==> src/rtl/va_gen_pkg.sv <==
// va_gen_pkg
// Shared definitions for the vector-analyzer sweep generator command path:
// command word field positions, status word bit positions, the opcode set
// carried in the HPS command PIO and the sweep sequencer state encoding.
package va_gen_pkg;

    // Command word layout: [31] toggle, [30:28] opcode, [27:0] argument
    localparam int TOG_BIT = 31;
    localparam int OP_MSB  = 30;
    localparam int OP_LSB  = 28;
    localparam int ARG_MSB = 27;

    // Status word layout; the point index occupies the low IDX_W bits
    localparam int ST_ACK  = 31;
    localparam int ST_BUSY = 30;
    localparam int ST_ERR  = 29;

    typedef enum logic [2:0] {
        OP_NOP        = 3'd0,
        OP_SET_FSTART = 3'd1,
        OP_SET_FSTEP  = 3'd2,
        OP_SET_NPTS   = 3'd3,
        OP_SET_DWELL  = 3'd4,
        OP_RUN        = 3'd5,
        OP_ABORT      = 3'd6,
        OP_RSVD       = 3'd7
    } va_op_e;

    typedef enum logic [2:0] {
        SW_IDLE  = 3'd0,
        SW_LOAD  = 3'd1,
        SW_DWELL = 3'd2,
        SW_STEP  = 3'd3,
        SW_DONE  = 3'd4
    } sweep_state_e;

    // Opcodes that may only execute while no sweep is running
    function automatic logic needs_idle(input va_op_e op);
        case (op)
            OP_SET_FSTART, OP_SET_FSTEP, OP_SET_NPTS,
            OP_SET_DWELL, OP_RUN:          return 1'b1;
            default:                       return 1'b0;
        endcase
    endfunction

endpackage

==> src/rtl/va_gen_sweep_seq.sv <==
// va_gen_sweep_seq
// Frequency-sweep sequencer. On a run strobe it emits n_pts phase-increment
// words starting at f_start and advancing by f_step, holding each point for
// max(dwell,1)+1 cycles, then pulses done. An abort strobe returns it to idle
// with ftw and idx frozen at their last values.
//
// Ports:
//   clk, rst        clock and asynchronous active-high reset
//   run, abort      single-cycle command strobes from the decoder
//   f_start, f_step sweep start frequency word and per-point increment
//   n_pts, dwell    number of points and dwell length in cycles
//   ftw, ftw_valid  current phase increment and its one-cycle update pulse
//   idx             index of the current point
//   busy, done      sweep in progress / one-cycle completion pulse
module va_gen_sweep_seq
    import va_gen_pkg::*;
#(
    parameter int FTW_W   = 28,
    parameter int IDX_W   = 16,
    parameter int DWELL_W = 20
) (
    input  logic               clk,
    input  logic               rst,
    input  logic               run,
    input  logic               abort,
    input  logic [FTW_W-1:0]   f_start,
    input  logic [FTW_W-1:0]   f_step,
    input  logic [IDX_W-1:0]   n_pts,
    input  logic [DWELL_W-1:0] dwell,
    output logic [FTW_W-1:0]   ftw,
    output logic               ftw_valid,
    output logic [IDX_W-1:0]   idx,
    output logic               busy,
    output logic               done
);

    sweep_state_e       state;
    sweep_state_e       state_next;
    logic [DWELL_W-1:0] dcnt;
    logic [DWELL_W-1:0] dwell_load;
    logic               last_point;

    // A dwell of zero behaves like one so every point lasts at least two cycles
    assign dwell_load = (dwell == '0) ? '0 : dwell - DWELL_W'(1);
    assign last_point = (idx == n_pts - IDX_W'(1));
    assign busy       = (state == SW_LOAD) || (state == SW_DWELL) || (state == SW_STEP);

    // State register
    always_ff @(posedge clk or posedge rst) begin
        if (rst) begin
            state <= SW_IDLE;
        end else begin
            state <= state_next;
        end
    end

    // Next-state logic; abort always beats the dwell expiring on the same edge.
    // DONE counts as idle so a RUN landing there starts a new sweep directly.
    always_comb begin
        state_next = state;
        case (state)
            SW_IDLE, SW_DONE: begin
                if (run) begin
                    state_next = (n_pts == '0) ? SW_DONE : SW_LOAD;
                end else begin
                    state_next = SW_IDLE;
                end
            end
            SW_LOAD, SW_STEP: begin
                state_next = abort ? SW_IDLE : SW_DWELL;
            end
            SW_DWELL: begin
                if (abort) begin
                    state_next = SW_IDLE;
                end else if (dcnt == '0) begin
                    state_next = last_point ? SW_DONE : SW_STEP;
                end
            end
            default: state_next = SW_IDLE;
        endcase
    end

    // Point datapath. ftw_valid and done are registered so each pulse lines up
    // with the cycle in which the new value (or completion) is visible.
    always_ff @(posedge clk or posedge rst) begin
        if (rst) begin
            ftw       <= '0;
            ftw_valid <= 1'b0;
            idx       <= '0;
            dcnt      <= '0;
            done      <= 1'b0;
        end else begin
            ftw_valid <= 1'b0;
            done      <= (state == SW_DONE);
            case (state)
                SW_LOAD: begin
                    if (!abort) begin
                        ftw       <= f_start;
                        idx       <= '0;
                        ftw_valid <= 1'b1;
                        dcnt      <= dwell_load;
                    end
                end
                SW_DWELL: begin
                    if (dcnt != '0) begin
                        dcnt <= dcnt - DWELL_W'(1);
                    end
                end
                SW_STEP: begin
                    if (!abort) begin
                        ftw       <= ftw + f_step;
                        idx       <= idx + IDX_W'(1);
                        ftw_valid <= 1'b1;
                        dcnt      <= dwell_load;
                    end
                end
                default: ;
            endcase
        end
    end

endmodule

==> src/rtl/va_gen_cmd_rx.sv <==
// va_gen_cmd_rx
// Fabric-side receiver for the HPS command PIO driving the frequency-sweep
// generator. A command is taken whenever the toggle bit differs from the last
// one seen; it is decoded into configuration registers or run/abort strobes
// for the sweep sequencer, and the toggle is echoed back as the ack bit.
// FTW_W must not exceed the 28-bit argument field.
//
// Ports:
//   clk_clk      system clock, PIO is synchronous to it
//   reset_reset  asynchronous active-high reset
//   cmd_i        [31] toggle, [30:28] opcode, [27:0] argument
//   status_o     [31] ack, [30] busy, [29] error, [IDX_W-1:0] point index
//   ftw_o        phase increment to the NCO
//   ftw_valid_o  one-cycle pulse when ftw_o takes a new point value
//   busy_o       sweep in progress
//   done_o       one-cycle pulse at normal sweep completion
module va_gen_cmd_rx
    import va_gen_pkg::*;
#(
    parameter int FTW_W   = 28,
    parameter int IDX_W   = 16,
    parameter int DWELL_W = 20
) (
    input  logic             clk_clk,
    input  logic             reset_reset,
    input  logic [31:0]      cmd_i,
    output logic [31:0]      status_o,
    output logic [FTW_W-1:0] ftw_o,
    output logic             ftw_valid_o,
    output logic             busy_o,
    output logic             done_o
);

    logic [31:0]        cmd_q;
    logic               last_tog;
    logic               error;
    logic [FTW_W-1:0]   f_start;
    logic [FTW_W-1:0]   f_step;
    logic [IDX_W-1:0]   n_pts;
    logic [DWELL_W-1:0] dwell;
    logic [IDX_W-1:0]   idx;
    logic               busy;
    logic               new_cmd;
    logic               reject;
    logic               run_stb;
    logic               abort_stb;
    va_op_e             opcode;
    logic [ARG_MSB:0]   arg;

    assign opcode    = va_op_e'(cmd_q[OP_MSB:OP_LSB]);
    assign arg       = cmd_q[ARG_MSB:0];
    assign new_cmd   = (cmd_q[TOG_BIT] != last_tog);
    assign reject    = new_cmd && busy && needs_idle(opcode);
    assign run_stb   = new_cmd && !busy && (opcode == OP_RUN);
    assign abort_stb = new_cmd && busy && (opcode == OP_ABORT);

    // Capture the PIO word, then accept it one cycle later. last_tog doubles
    // as the ack bit: both take the toggle of every accepted command.
    always_ff @(posedge clk_clk or posedge reset_reset) begin
        if (reset_reset) begin
            cmd_q    <= '0;
            last_tog <= 1'b0;
        end else begin
            cmd_q    <= cmd_i;
            last_tog <= cmd_q[TOG_BIT];
        end
    end

    // Configuration registers only change while the sequencer is idle
    always_ff @(posedge clk_clk or posedge reset_reset) begin
        if (reset_reset) begin
            f_start <= '0;
            f_step  <= '0;
            n_pts   <= '0;
            dwell   <= '0;
        end else if (new_cmd && !busy) begin
            case (opcode)
                OP_SET_FSTART: f_start <= arg[FTW_W-1:0];
                OP_SET_FSTEP:  f_step  <= arg[FTW_W-1:0];
                OP_SET_NPTS:   n_pts   <= arg[IDX_W-1:0];
                OP_SET_DWELL:  dwell   <= arg[DWELL_W-1:0];
                default: ;
            endcase
        end
    end

    // Sticky error: set by the reserved opcode or a command refused while busy
    always_ff @(posedge clk_clk or posedge reset_reset) begin
        if (reset_reset) begin
            error <= 1'b0;
        end else if (new_cmd) begin
            if (opcode == OP_NOP) begin
                error <= 1'b0;
            end else if ((opcode == OP_RSVD) || reject) begin
                error <= 1'b1;
            end
        end
    end

    va_gen_sweep_seq #(
        .FTW_W  (FTW_W),
        .IDX_W  (IDX_W),
        .DWELL_W(DWELL_W)
    ) u_seq (
        .clk      (clk_clk),
        .rst      (reset_reset),
        .run      (run_stb),
        .abort    (abort_stb),
        .f_start  (f_start),
        .f_step   (f_step),
        .n_pts    (n_pts),
        .dwell    (dwell),
        .ftw      (ftw_o),
        .ftw_valid(ftw_valid_o),
        .idx      (idx),
        .busy     (busy),
        .done     (done_o)
    );

    assign busy_o = busy;

    // Status word packing for the HPS input PIO
    always_comb begin
        status_o            = '0;
        status_o[ST_ACK]    = last_tog;
        status_o[ST_BUSY]   = busy;
        status_o[ST_ERR]    = error;
        status_o[IDX_W-1:0] = idx;
    end

endmodule

==> config.mk <==
export PLATFORM = sky130hd
export DESIGN_NAME = va_gen_cmd_rx
export DESIGN_NICKNAME = d
export VERILOG_FILES = /design/src/rtl/va_gen_pkg.sv /design/src/rtl/va_gen_sweep_seq.sv /design/src/rtl/va_gen_cmd_rx.sv
export SDC_FILE = /design/constraint.sdc
export NUM_CORES = 1
export LEC_CHECK = 0
export CAP_MARGIN = 20
export CORE_MARGIN = 5
export CORE_UTILIZATION = 60
export CTS_BUF_LIST = sky130_fd_sc_hd__clkbuf_2 sky130_fd_sc_hd__clkbuf_4 sky130_fd_sc_hd__clkbuf_8
export DETAILED_ROUTE_END_ITERATION = 7
export PLACE_DENSITY_LB_ADDON = 0.05
export SLEW_MARGIN = 10
export SYNTH_ARGS = -nofsm -noshare
export SYNTH_HDL_FRONTEND = slang
export SYNTH_SLANG_ARGS = --single-unit
==> constraint.sdc <==
create_clock -name clk_clk -period 9.1 [get_ports clk_clk]
set_input_delay 2.275 -clock clk_clk [delete_from_list [all_inputs] [get_ports clk_clk]]
set_output_delay 2.275 -clock clk_clk [all_outputs]
set_load 0.005 [all_outputs]
## Word level (Yosys, flattened, before mapping)

Index checks and enable logic that the tools add are counted.

| word-level totals | value |
|---|---|
| logic and storage cells | 86 |
| output and inout bits | 63 |
| register bits | 195 |
| input bits | 34 |

| cells by class | value |
|---|---|
| $add $sub $neg | 5 |
| reduce and logical (&&, ||, !) cells | 28 |
| equality and inequality tests | 18 |
| multiplexer cells | 22 |

Operators by type and width:

| cell | number |
|---|---|
| $mux W20 | 3 |
| $mux W28 | 2 |
| $pmux W28 S2 | 1 |
| $logic_not A20 Y1 | 2 |
| $pmux W20 S2 | 1 |
| $sub A20 B1 Y20 const B | 2 |
| $mux W16 | 2 |
| $pmux W16 S2 | 1 |
| $add A28 B28 Y28 | 1 |
| $reduce_bool A20 Y1 | 1 |
| $add A16 B1 Y16 const B | 1 |
| $eq A16 B16 Y1 | 1 |
| $logic_not A16 Y1 | 1 |
| $sub A16 B1 Y16 const B | 1 |
| $eq A3 B3 Y1 const B | 5 |
| $mux W3 | 5 |
| $eq A3 B2 Y1 const B | 4 |
| $reduce_and A2 Y1 | 5 |
| $pmux W3 S3 | 1 |
| $ne A2 B2 Y1 const B | 4 |
| $eq A3 B1 Y1 const B | 2 |
| $logic_not A3 Y1 | 2 |
| $reduce_and A3 Y1 | 2 |
| $reduce_bool A2 Y1 | 3 |
| other kinds (9) | 20 |

## Depth between registers and ports, before layout

Gate-level depths: netlist of the first run.

| logic depth | value |
|---|---|
| word-level depth | 8 |
| depth in mapped cells | 11 |
| gate-level depth less buffers | 11 |

## By module

A second synthesis of the first run with hierarchy kept.

| unflattened totals | value |
|---|---|
| cell total of the unflattened synthesis | 990 |
| area total of the unflattened synthesis | 10343.7 um2 |

Modules (own cells, without submodules):

| module | sequential area each (um2) | cells an instance | instances | area each (um2) |
|---|---|---|---|---|
| va_gen_sweep_seq | 1726.7 | 729 | 1 | 5799.3 |
| va_gen_cmd_rx | 3153.0 | 261 | 1 | 4544.4 |

## Least setup slack after synthesis of the first run

No wires, ideal clock.

| path | value |
|---|---|
| path kind | register to output |
| from | register u_seq.state[1] |
| to | output status_o[30] |
| cell stages (with the launch flop) | 5 |
| slack | 5.944 ns |
| data arrival time | 0.881 ns |
| buffers on the path | 2 |
| required time | 6.825 ns |
| cells stage by stage | dfrtp_1 > buf_2 > nor2_1 > nor2_1 > buf_4 |

| on the way | value |
|---|---|
| longest elaborated chain between the ends | 3 |
| elaborated cells between the ends (all ways) | 5 |
| those cells by class | 3 x eq/ne; 2 x reduce/logical |

RTL lines:

| element | line | text |
|---|---|---|
| start, declared | va_gen_sweep_seq.sv:37 | `sweep_state_e state;` |
| start signal, assigned | va_gen_sweep_seq.sv:53 | `state <= state_next;` |
| $eq A3 B1 Y1 or $eq A3 B2 Y1 (tied branches) | va_gen_sweep_seq.sv:46 | `assign busy = (state == SW_LOAD) \|\| (state == SW_DWELL) \|\| (state == SW_STEP);` |
| $logic_or A1 B1 Y1 | va_gen_sweep_seq.sv:46 |  |
| $logic_or A1 B1 Y1 * | va_gen_sweep_seq.sv:46 |  |
| end, declared | va_gen_cmd_rx.sv:27 | `output logic [31:0] status_o,` |

Every way passes the cells marked *; elsewhere a longest branch is shown, timed or not.

## Final worst setup path of the first run

| path | value |
|---|---|
| from | register u_seq.state[1] |
| to | output busy_o |

| on the way | value |
|---|---|
| longest elaborated chain between the ends | 3 |
| elaborated cells between the ends (all ways) | 5 |
| those cells by class | 3 x eq/ne; 2 x reduce/logical |

RTL lines:

| element | line | text |
|---|---|---|
| $eq A3 B1 Y1 or $eq A3 B2 Y1 (tied branches) | va_gen_sweep_seq.sv:46 |  |
| $logic_or A1 B1 Y1 | va_gen_sweep_seq.sv:46 |  |
| $logic_or A1 B1 Y1 * | va_gen_sweep_seq.sv:46 |  |
| end, declared | va_gen_cmd_rx.sv:30 | `output logic busy_o,` |

Marked as above.

==> impl_metrics.csv, run 1 <==
group,metric,value,unit
yosys,ys_seq_area_frac,0.478,
grt,grt_usage,0.236,
yosys,synth_top_area_share,0.478,
yosys,ys_types,77,
yosys,syn_inst,965,
power,clkPwrFrac,0.155,
critical_path,slowest_delay,570,ps
critical_path,path_delay_family,"buffers and inverters",
yosys,async_reset_ff_frac,1.00,
routing,num_vias,7452,
critical_path,cp-end-kind,"primary output",
clock_tree,holdBufCountCts,0,
critical_path,reg2reg_from,"last_tog$_DFF_PP0_",
power,p_total,3.87,mW
power,switchingPower,1.53,mW
timing,max_freq,229,MHz
placed_design,numPortBuffers,83,
yosys,yosys_warnings,0,
clock_tree,clk_pin_slew_worst_paths,100,ps
critical_path,critPathBufInv,2,
power,seqPwrFrac,0.378,
critical_path,critPathLaunchType,"register",
yosys,synth_ff_type,"dfrtp_1",
critical_path,critical_path_arrival,2090,ps
placed_design,hpwlAfterDp,15800,um
cells_and_area,finalNetCount,1100,
timing,setup_tns,0,ps
clock_tree,cts_buffers,17,
clock_tree,cts_setup_buffers,0,
placed_design,placed_cell_area,0.0112,mm^2
clock_tree,cts_tree,"done",
power,power.share.combinational,0.466,
hold_path,hp-class,"register to register",
clock_tree,clock-sinks,195,
routing,wl,22800,um
status,status,"complete, no violations",
yosys,avgSynthCellArea,10.6,um^2
grt,grt_pass1_vias,7393,
routing,drtAntennaViolNets,0,
critical_path,critPathLaunch,"u_seq.state[1]$_DFFE_PP0P_",
timing,rsz0062_at_grt,"false",
critical_path,crit_top_cell,"nor2_1",
routing,via_per_inst,5.89,
grt,grt_pass1_wl,37700,um
cells_and_area,layout_commonest_cell,"dfrtp_1",
die,die_w,140,um
die,coreArea,0.0166,mm^2
critical_path,worst_r2r_path_depth,8,
die,start_util,0.613,
power,swShare,0.396,
cells_and_area,syn_to_final_growth,13.5,%
routing,wl_per_cell,18.0,um
critical_path,reg2reg_setup_slack,5760,ps
timing,relSlewSlack,0.343,
critical_path,rr_endpoint,"u_seq.dcnt[2]$_DFFE_PP0P_",
routing,drt_iter0_markers,540,
cells_and_area,final_area,0.0116,mm^2
timing,period_needed,4370,ps
clock_tree,post_cts_resized,0,
grt,grt_max_degree,120,
clock_tree,ctsHtreeMaxLevel,4,
job,max-cap-violations,0,
power,power_density,334,mW/mm^2
die,io_pins,97,
cells_and_area,layout_common_cells,"dfrtp_1 (195), mux2_2 (90), clkdlybuf4s50_1 (83), o21ai_0 (71), nand2_1 (64)",
critical_path,cp_slowest_cell,"clkdlybuf4s50_1",
cells_and_area,fillers,1313,
clock_tree,cts.path.max_buffers,2,
timing,tightest_slew,985,ps
grt,grt-ovfl-total,0,
timing,slew_viol_final,0,
critical_path,endpoint,"busy_o",
clock_tree,cts_root_buf,"clkbuf_8",
critical_path,cp_num_cells,4,
critical_path,path_max_fanout,25,
yosys,synth_edf_count,0,
power,leakagePower,5.05,nW
timing,hold_viol_final,0,
yosys,ys_ff_latch,195,
critical_path,worstPathCellList,"buf_4 > nor2_1 > nor2_1 > clkdlybuf4s50_1",
clock_tree,clkLatencyLatePin,470,ps
yosys,netlist_area,0.0102,mm^2
die,dieArea,0.0197,mm^2
yosys,yosys-top-cells-area,"dfrtp_1 (48%), mux2_2 (9.9%), ha_1 (3.8%)",
power,intPower,2.34,mW
die,fp-row-count,47,
power,peakVddDrop,0.177,mV
grt,grt_antenna_before_repair,0,
routing,firstDrtPassIters,5,
die,die_h,140,um
timing,setup_viol,0,
timing,fin_crit_sh,0.480,
critical_path,worstPathRequired,6830,ps
critical_path,crit_type,"register to primary output",
routing,drc,0,
yosys,yosysTopAreaCell,"dfrtp_1",
timing,finalClockSkew,14.1,ps
cells_and_area,antennaDiodeCount,0,
cells_and_area,drive_above_1_share,0.146,
placed_design,routabilityCongestion,0.829,
## kinds of logic after synthesis
logic type / share of synthesized area
AOI/OAI and AO/OA: 0.138
xor gates and xnor gates: 0.0532
adders and majority gates: 0.0400
buffers and inverters: 0.0360
DFF: 0.478
muxes: 0.112
other: 0.000367
and+or+nand+nor: 0.142
## through the flow
stage	std cells	util	hold slack, ps	worst slack, ps
floorplan	977	-	373	1510
global placement	1234	0.671	378	4680
detailed placement	1234	0.671	395	4660
CTS	1264	0.696	409	4710
global route	1265	0.696	416	4580
finish	1265	0.696	402	4730
## synth_stat cells, types with 3 or more instances
library cell,instances
dfrtp_1,195
mux2_2,90
o21ai_0,72
nand2_1,64
nor2_1,58
a21oi_1,51
xnor2_1,36
ha_1,31
nor3_1,28
xor2_1,26
inv_1,25
nand3_1,22
clkbuf_1,21
buf_4,17
a21o_1,16
and3_1,15
mux2i_1,13
or3_1,13
a22o_1,12
nand2b_1,12
nor4_1,11
buf_2,9
a31oi_1,8
nand4_1,7
o22ai_1,7
a22oi_1,6
buf_1,6
nor2b_1,6
or4_1,6
a211oi_1,5
and2_1,5
o211ai_1,4
o32ai_1,4
a221oi_1,3
nor3b_1,3
o21a_1,3
o21bai_1,3
## registers in the layout, indices dropped and copies added, names as in the netlist, 3 cells and up
signal       cells
f_start         28
u_seq.state      3
f_step          28
cmd_q           32
dwell           20
u_seq.ftw       28
n_pts           16
u_seq.idx       16
u_seq.dcnt      20
## cell type report
cell class                      count  area [um^2]  area share
Sequential cell                   195         4880       0.421
Inverter                           25          101     0.00875
Timing Repair Buffer               91          891      0.0769
Clock inverter                     10          149      0.0128
Multi-Input combinational cell    704         5020       0.433
Tap cell                          220          275      0.0238
Clock buffer                       20          269      0.0232
## worst min-delay path by stage
stage | from | endpoint | slack, ps | cells past startpoint
2_1_floorplan | cmd_q[31]$_DFF_PP0_ | last_tog$_DFF_PP0_ | 370 | 0
5_1_grt | cmd_q[31]$_DFF_PP0_ | last_tog$_DFF_PP0_ | 420 | 0
6_report | cmd_q[31]$_DFF_PP0_ | last_tog$_DFF_PP0_ | 400 | 0
4_1_cts | cmd_q[31]$_DFF_PP0_ | last_tog$_DFF_PP0_ | 410 | 0
3_3_place_gp | cmd_q[31]$_DFF_PP0_ | last_tog$_DFF_PP0_ | 380 | 0
3_5_place_dp | cmd_q[31]$_DFF_PP0_ | last_tog$_DFF_PP0_ | 390 | 0
## per-layer routing
metal,global-route usage,wire [um]
met1,0.321,10600
met2,0.398,11100
met3,0.0440,839
met4,0.0505,229
met5,0,0
## power groups by stage
stage                     Sequential, mW  Clock (mW)  Combinational [mW]
final                               1.46       0.600                1.81
after global placement              1.47           0                1.75
after global routing                1.51       0.645                2.01
after detailed placement            1.48           0                1.79
after CTS                           1.46       0.609                1.80
after floorplan                     1.39           0                1.38
Power figures use the tool's default switching activity.
==> run 2, diff against run 1 <==
Clock period 9.1 ns to 4.1 ns, I/O delays scaled along.
==> impl_metrics.csv, run 2 (synthesis gave the netlist of run 1 again) <==
group,metric,value,unit
status,status,"complete, no violations",
clock_tree,cts_root_buf,"clkbuf_8",
placed_design,pre_cts_ws,1100,ps
timing,max_freq,331,MHz
timing,period_needed,3020,ps
power,power_density,735,mW/mm^2
die,io_pins,97,
cells_and_area,drive_above_1_share,0.152,
routing,firstDrtPassIters,5,
cells_and_area,fin_cells,1272,
critical_path,critPathBufInv,1,
critical_path,cp_num_cells,11,
routing,num_vias,7508,
job,max-cap-violations,0,
die,dieArea,0.0197,mm^2
routing,drtAntennaViolNets,0,
timing,relSlewSlack,0.408,
routing,wl,22900,um
cells_and_area,finalNetCount,1105,
critical_path,slowest_delay,380,ps
cells_and_area,syn_to_final_growth,14.3,%
critical_path,crit_top_cell,"o21ai_0",
timing,tightest_slew,888,ps
cells_and_area,regArea,0.00488,mm^2
placed_design,placedCellCount,1240,
critical_path,cp-end-kind,"register",
timing,hold_viol_final,0,
die,coreArea,0.0166,mm^2
critical_path,worstPathRequired,4490,ps
grt,grt-ovfl-total,0,
clock_tree,clkLatencyLatePin,470,ps
timing,setup_viol,0,
placed_design,routabilityCongestion,0.950,
cells_and_area,regMostFlops,"cmd_q",
hold_path,hp-class,"register to register",
grt,use_met2,0.401,
cells_and_area,antennaDiodeCount,0,
power,peakVddDrop,0.460,mV
clock_tree,cts_buffers,17,
die,start_util,0.613,
routing,wl_per_cell,18.0,um
grt,met3_usage,0.0419,
cells_and_area,layout_common_cells,"dfrtp_1 (195), mux2_2 (90), clkdlybuf4s50_1 (83), o21ai_0 (71), nand2_1 (64)",
die,die_w,140,um
critical_path,path_delay_family,"compound AO/OA/AOI/OAI gates",
grt,gr-max-usage-layer,"met2",
cells_and_area,final_util,0.701,
grt,grt_pass1_vias,7521,
clock_tree,clock-sinks,195,
critical_path,critical_path_arrival,3410,ps
critical_path,cp_slowest_cell,"dfrtp_1",
cells_and_area,multiInputGateArea,0.00502,mm^2
clock_tree,cts.path.max_buffers,2,
grt,grt_pass1_wl,38200,um
routing,drt_iter0_markers,526,
placed_design,placed_cell_area,0.0112,mm^2
timing,rsz0062_at_grt,"false",
clock_tree,cts_tree,"done",
cells_and_area,final_area,0.0117,mm^2
critical_path,crit_type,"register to register",
critical_path,worst_r2r_path_depth,11,
critical_path,worstPathCellList,"ha_1 > inv_1 > fa_1 > nor2b_1 > o2111ai_1 > a31oi_1 > o21ai_0 > o221a_2 > o21a_1 > o31a_1 > o21ai_0",
grt,grt_usage,0.240,
clock_tree,cts_setup_buffers,0,
power,leakagePower,5.10,nW
cells_and_area,fillers,1279,
power,p_total,8.58,mW
clock_tree,holdBufCountCts,0,
grt,grt_antenna_before_repair,0,
cells_and_area,largest_register_ff_count,32,
timing,setup_tns,0,ps
hold_path,hold_depth,0,
placed_design,hpwlAfterDp,16100,um
critical_path,critPathLaunchType,"register",
die,fp-row-count,47,
grt,use_met1,0.328,
placed_design,numPortBuffers,83,
timing,setup_ws,1080,ps
timing,fin_crit_sh,0.737,
clock_tree,post_cts_resized,0,
die,die_h,140,um
routing,drc,0,
cells_and_area,layout_commonest_cell,"dfrtp_1",
grt,grt_max_degree,56,
timing,slew_viol_final,0,
critical_path,path_max_fanout,5,
clock_tree,ctsHtreeMaxLevel,4,
timing,finalClockSkew,11.3,ps
clock_tree,clk_pin_slew_worst_paths,90,ps
routing,via_per_inst,5.90,
timing,whs,409,ps
## run 2: metal layers
layer | vias to the layer above | wire length [um]
li1 | 3619 | -
met1 | 3705 | 10500
met2 | 157 | 11100
met3 | 27 | 960
met4 | 0 | 294
met5 | - | 0
## run 2: final cells by class
class | count | share of cell area
timing repair buffer | 96 | 0.0828
clock inverter | 9 | 0.0104
multi-input combinational | 704 | 0.430
inverter | 25 | 0.00836
sequential | 195 | 0.418
clock buffer | 23 | 0.0266
tap | 220 | 0.0236
## run 2: path summary, 6_finish.rpt
kind                                  startpoint  slack, ps                   endpoint
max                        f_step[0]$_DFFE_PP0P_       1080  u_seq.ftw[24]$_DFFE_PP0P_
min in group asynchronous            reset_reset        980   u_seq.ftw[5]$_DFFE_PP0P_
max reg2reg                f_step[0]$_DFFE_PP0P_       1080  u_seq.ftw[24]$_DFFE_PP0P_
max in group asynchronous            reset_reset       2150  u_seq.idx[11]$_DFFE_PP0P_
min reg2reg                  cmd_q[31]$_DFF_PP0_        410         last_tog$_DFF_PP0_
min                          cmd_q[31]$_DFF_PP0_        410         last_tog$_DFF_PP0_
## run 2: where the power goes
group	internal, mW	total [mW]	switching [mW]	leakage (nW)
Combinational	1.96	4.01	2.05	2.45
Sequential	2.59	3.25	0.662	2.43
Clock	0.638	1.31	0.674	0.220
Total	5.19	8.58	3.39	5.10
==> run 3, diff against run 2 <==
Clock period 4.1 ns to 2.8 ns, I/O delays scaled along.
==> impl_metrics.csv, run 3 (synthesis gave the netlist of run 1 again) <==
group,metric,value,unit
timing,period_needed,2720,ps
critical_path,critical_path_arrival,3090,ps
cells_and_area,finalNetCount,1148,
job,max-cap-violations,0,
timing,tightest_slew,883,ps
cells_and_area,final_util,0.736,
die,die_w,140,um
placed_design,hpwlAfterDp,17000,um
placed_design,routabilityCongestion,0.894,
clock_tree,holdBufCountCts,0,
die,fp-row-count,47,
power,power_density,1110,mW/mm^2
clock_tree,cts_tree,"done",
die,dieArea,0.0197,mm^2
power,peakVddDrop,0.681,mV
grt,grt-ovfl-total,0,
clock_tree,clk_pin_slew_worst_paths,100,ps
grt,grt_antenna_before_repair,0,
cells_and_area,largest_register_ff_count,32,
grt,grt_max_degree,70,
cells_and_area,antennaDiodeCount,0,
status,status,"complete, no violations",
placed_design,numPortBuffers,83,
power,leakagePower,5.33,nW
clock_tree,clkLatencyLatePin,480,ps
critical_path,worstPathRequired,3160,ps
grt,gr-max-usage-layer,"met2",
critical_path,worst_r2r_path_depth,9,
grt,grt_pass1_wl,40200,um
timing,finalClockSkew,16.9,ps
timing,whs,412,ps
cells_and_area,layout_commonest_cell,"dfrtp_1",
critical_path,crit_type,"register to register",
timing,slew_viol_final,0,
grt,met3_usage,0.0474,
die,io_pins,97,
timing,relSlewSlack,0.411,
grt,grt_usage,0.254,
hold_path,hold_start,"cmd_q[31]$_DFF_PP0_",
cells_and_area,fin_cells,1315,
routing,wl,24200,um
hold_path,hold_path_end,"last_tog$_DFF_PP0_",
routing,drc,0,
routing,drt_iter0_markers,534,
routing,firstDrtPassIters,5,
critical_path,rr_endpoint,"u_seq.ftw[27]$_DFFE_PP0P_",
timing,hold_viol_final,0,
routing,drtAntennaViolNets,0,
cells_and_area,drive_above_1_share,0.210,
routing,num_vias,7748,
critical_path,critPathLaunchType,"register",
critical_path,critPathLaunch,"f_step[3]$_DFFE_PP0P_",
critical_path,reg2reg_from,"f_step[3]$_DFFE_PP0P_",
critical_path,path_max_fanout,4,
cells_and_area,regMostFlops,"cmd_q",
timing,setup_tns,0,ps
clock_tree,clock-sinks,195,
cells_and_area,layout_common_cells,"dfrtp_1 (195), mux2_2 (90), clkdlybuf4s50_1 (83), o21ai_0 (69), nand2_1 (64)",
timing,rsz0062_at_grt,"true",
grt,use_met2,0.413,
die,start_util,0.613,
die,coreArea,0.0166,mm^2
timing,setup_viol,0,
critical_path,reg2reg_setup_slack,80,ps
cells_and_area,syn_to_final_growth,20.0,%
die,die_h,140,um
hold_path,hp-class,"register to register",
routing,wl_per_cell,18.4,um
clock_tree,cts_root_buf,"clkbuf_8",
clock_tree,ctsHtreeMaxLevel,4,
timing,max_freq,367,MHz
hold_path,hold_depth,0,
placed_design,placedCellCount,1277,
routing,via_per_inst,5.89,
clock_tree,cts_buffers,17,
grt,grt_pass1_vias,7773,
critical_path,cp-end-kind,"register",
clock_tree,cts.path.max_buffers,2,
grt,use_met1,0.351,
timing,fin_crit_sh,0.973,
## run 3: changes by cell type in the layout (fill, tap and decap cells not counted), sizes merged
cell and change:
inv +6, buf +42, clkbuf -1, clkinv -4
## run 3: worst max-delay path, cell delays in order, from the launching register on
cell and delay [ps]:
dfrtp_1 430, ha_4 300, o211ai_1 110, o211ai_1 320, a2111oi_4 160, or4b_4 530
a21o_1 200, a311oi_2 270, mux2i_1 230, nor3_1 70
## run 3: per-stage QoR
stage | worst slack, ps | power [mW] | area [um^2]
2_1_floorplan | -418 | 8.99 | 10300
3_3_place_gp | 33.3 | 10.9 | 11600
3_5_place_dp | -41.8 | 11.1 | 11600
4_1_cts | 18.4 | 13.1 | 12000
5_1_grt | -74.3 | 14.6 | 12300
6_report | 76.2 | 13.6 | 12300
## run 3: worst max-delay path by stage
| stage | endpoint | slack [ps] | cells after the start |
|---|---|---|---|
| after floorplan | cmd_q[0]$_DFF_PP0_ | -420 | 1 |
| after global placement | u_seq.ftw[24]$_DFFE_PP0P_ | 30 | 11 |
| after detailed placement | u_seq.ftw[27]$_DFFE_PP0P_ | -40 | 10 |
| after CTS | u_seq.ftw[27]$_DFFE_PP0P_ | 20 | 10 |
| after global routing | u_seq.ftw[27]$_DFFE_PP0P_ | -70 | 9 |
| final | u_seq.ftw[27]$_DFFE_PP0P_ | 80 | 9 |
## run 3: routing by layer
metal	wire length, um	vias to the layer above	share of wire
met5	0	-	0
met4	384	0	0.016
met3	922	27	0.038
met2	12000	176	0.49
met1	10900	3834	0.45
li1	-	3711	-
## run 3: repair_timing
item,CTS,global route
gates resized for setup,4,36
endpoints found under the setup margin,3,33
cloned,0,1
hold endpoints to repair,0,0
pin swaps,2,13
setup buffers,1,5
## run 3: layout make-up
| cell class | instances | area (um^2) |
|---|---|---|
| repair buffers | 139 | 1330 |
| clock inverters | 11 | 141 |
| flip-flops and latches | 195 | 4880 |
| multi-input cells | 704 | 5240 |
| well taps | 220 | 275 |
| inverters | 25 | 97.6 |
| clock buffers | 21 | 283 |
| fillers | 1207 | 4390 |
## run 3: power breakdown
group	switching, mW	internal (mW)	total [mW]
sequential	0.970	3.79	4.76
combinational	3.35	3.50	6.85
clock	1.05	0.901	1.95
total	5.37	8.20	13.6
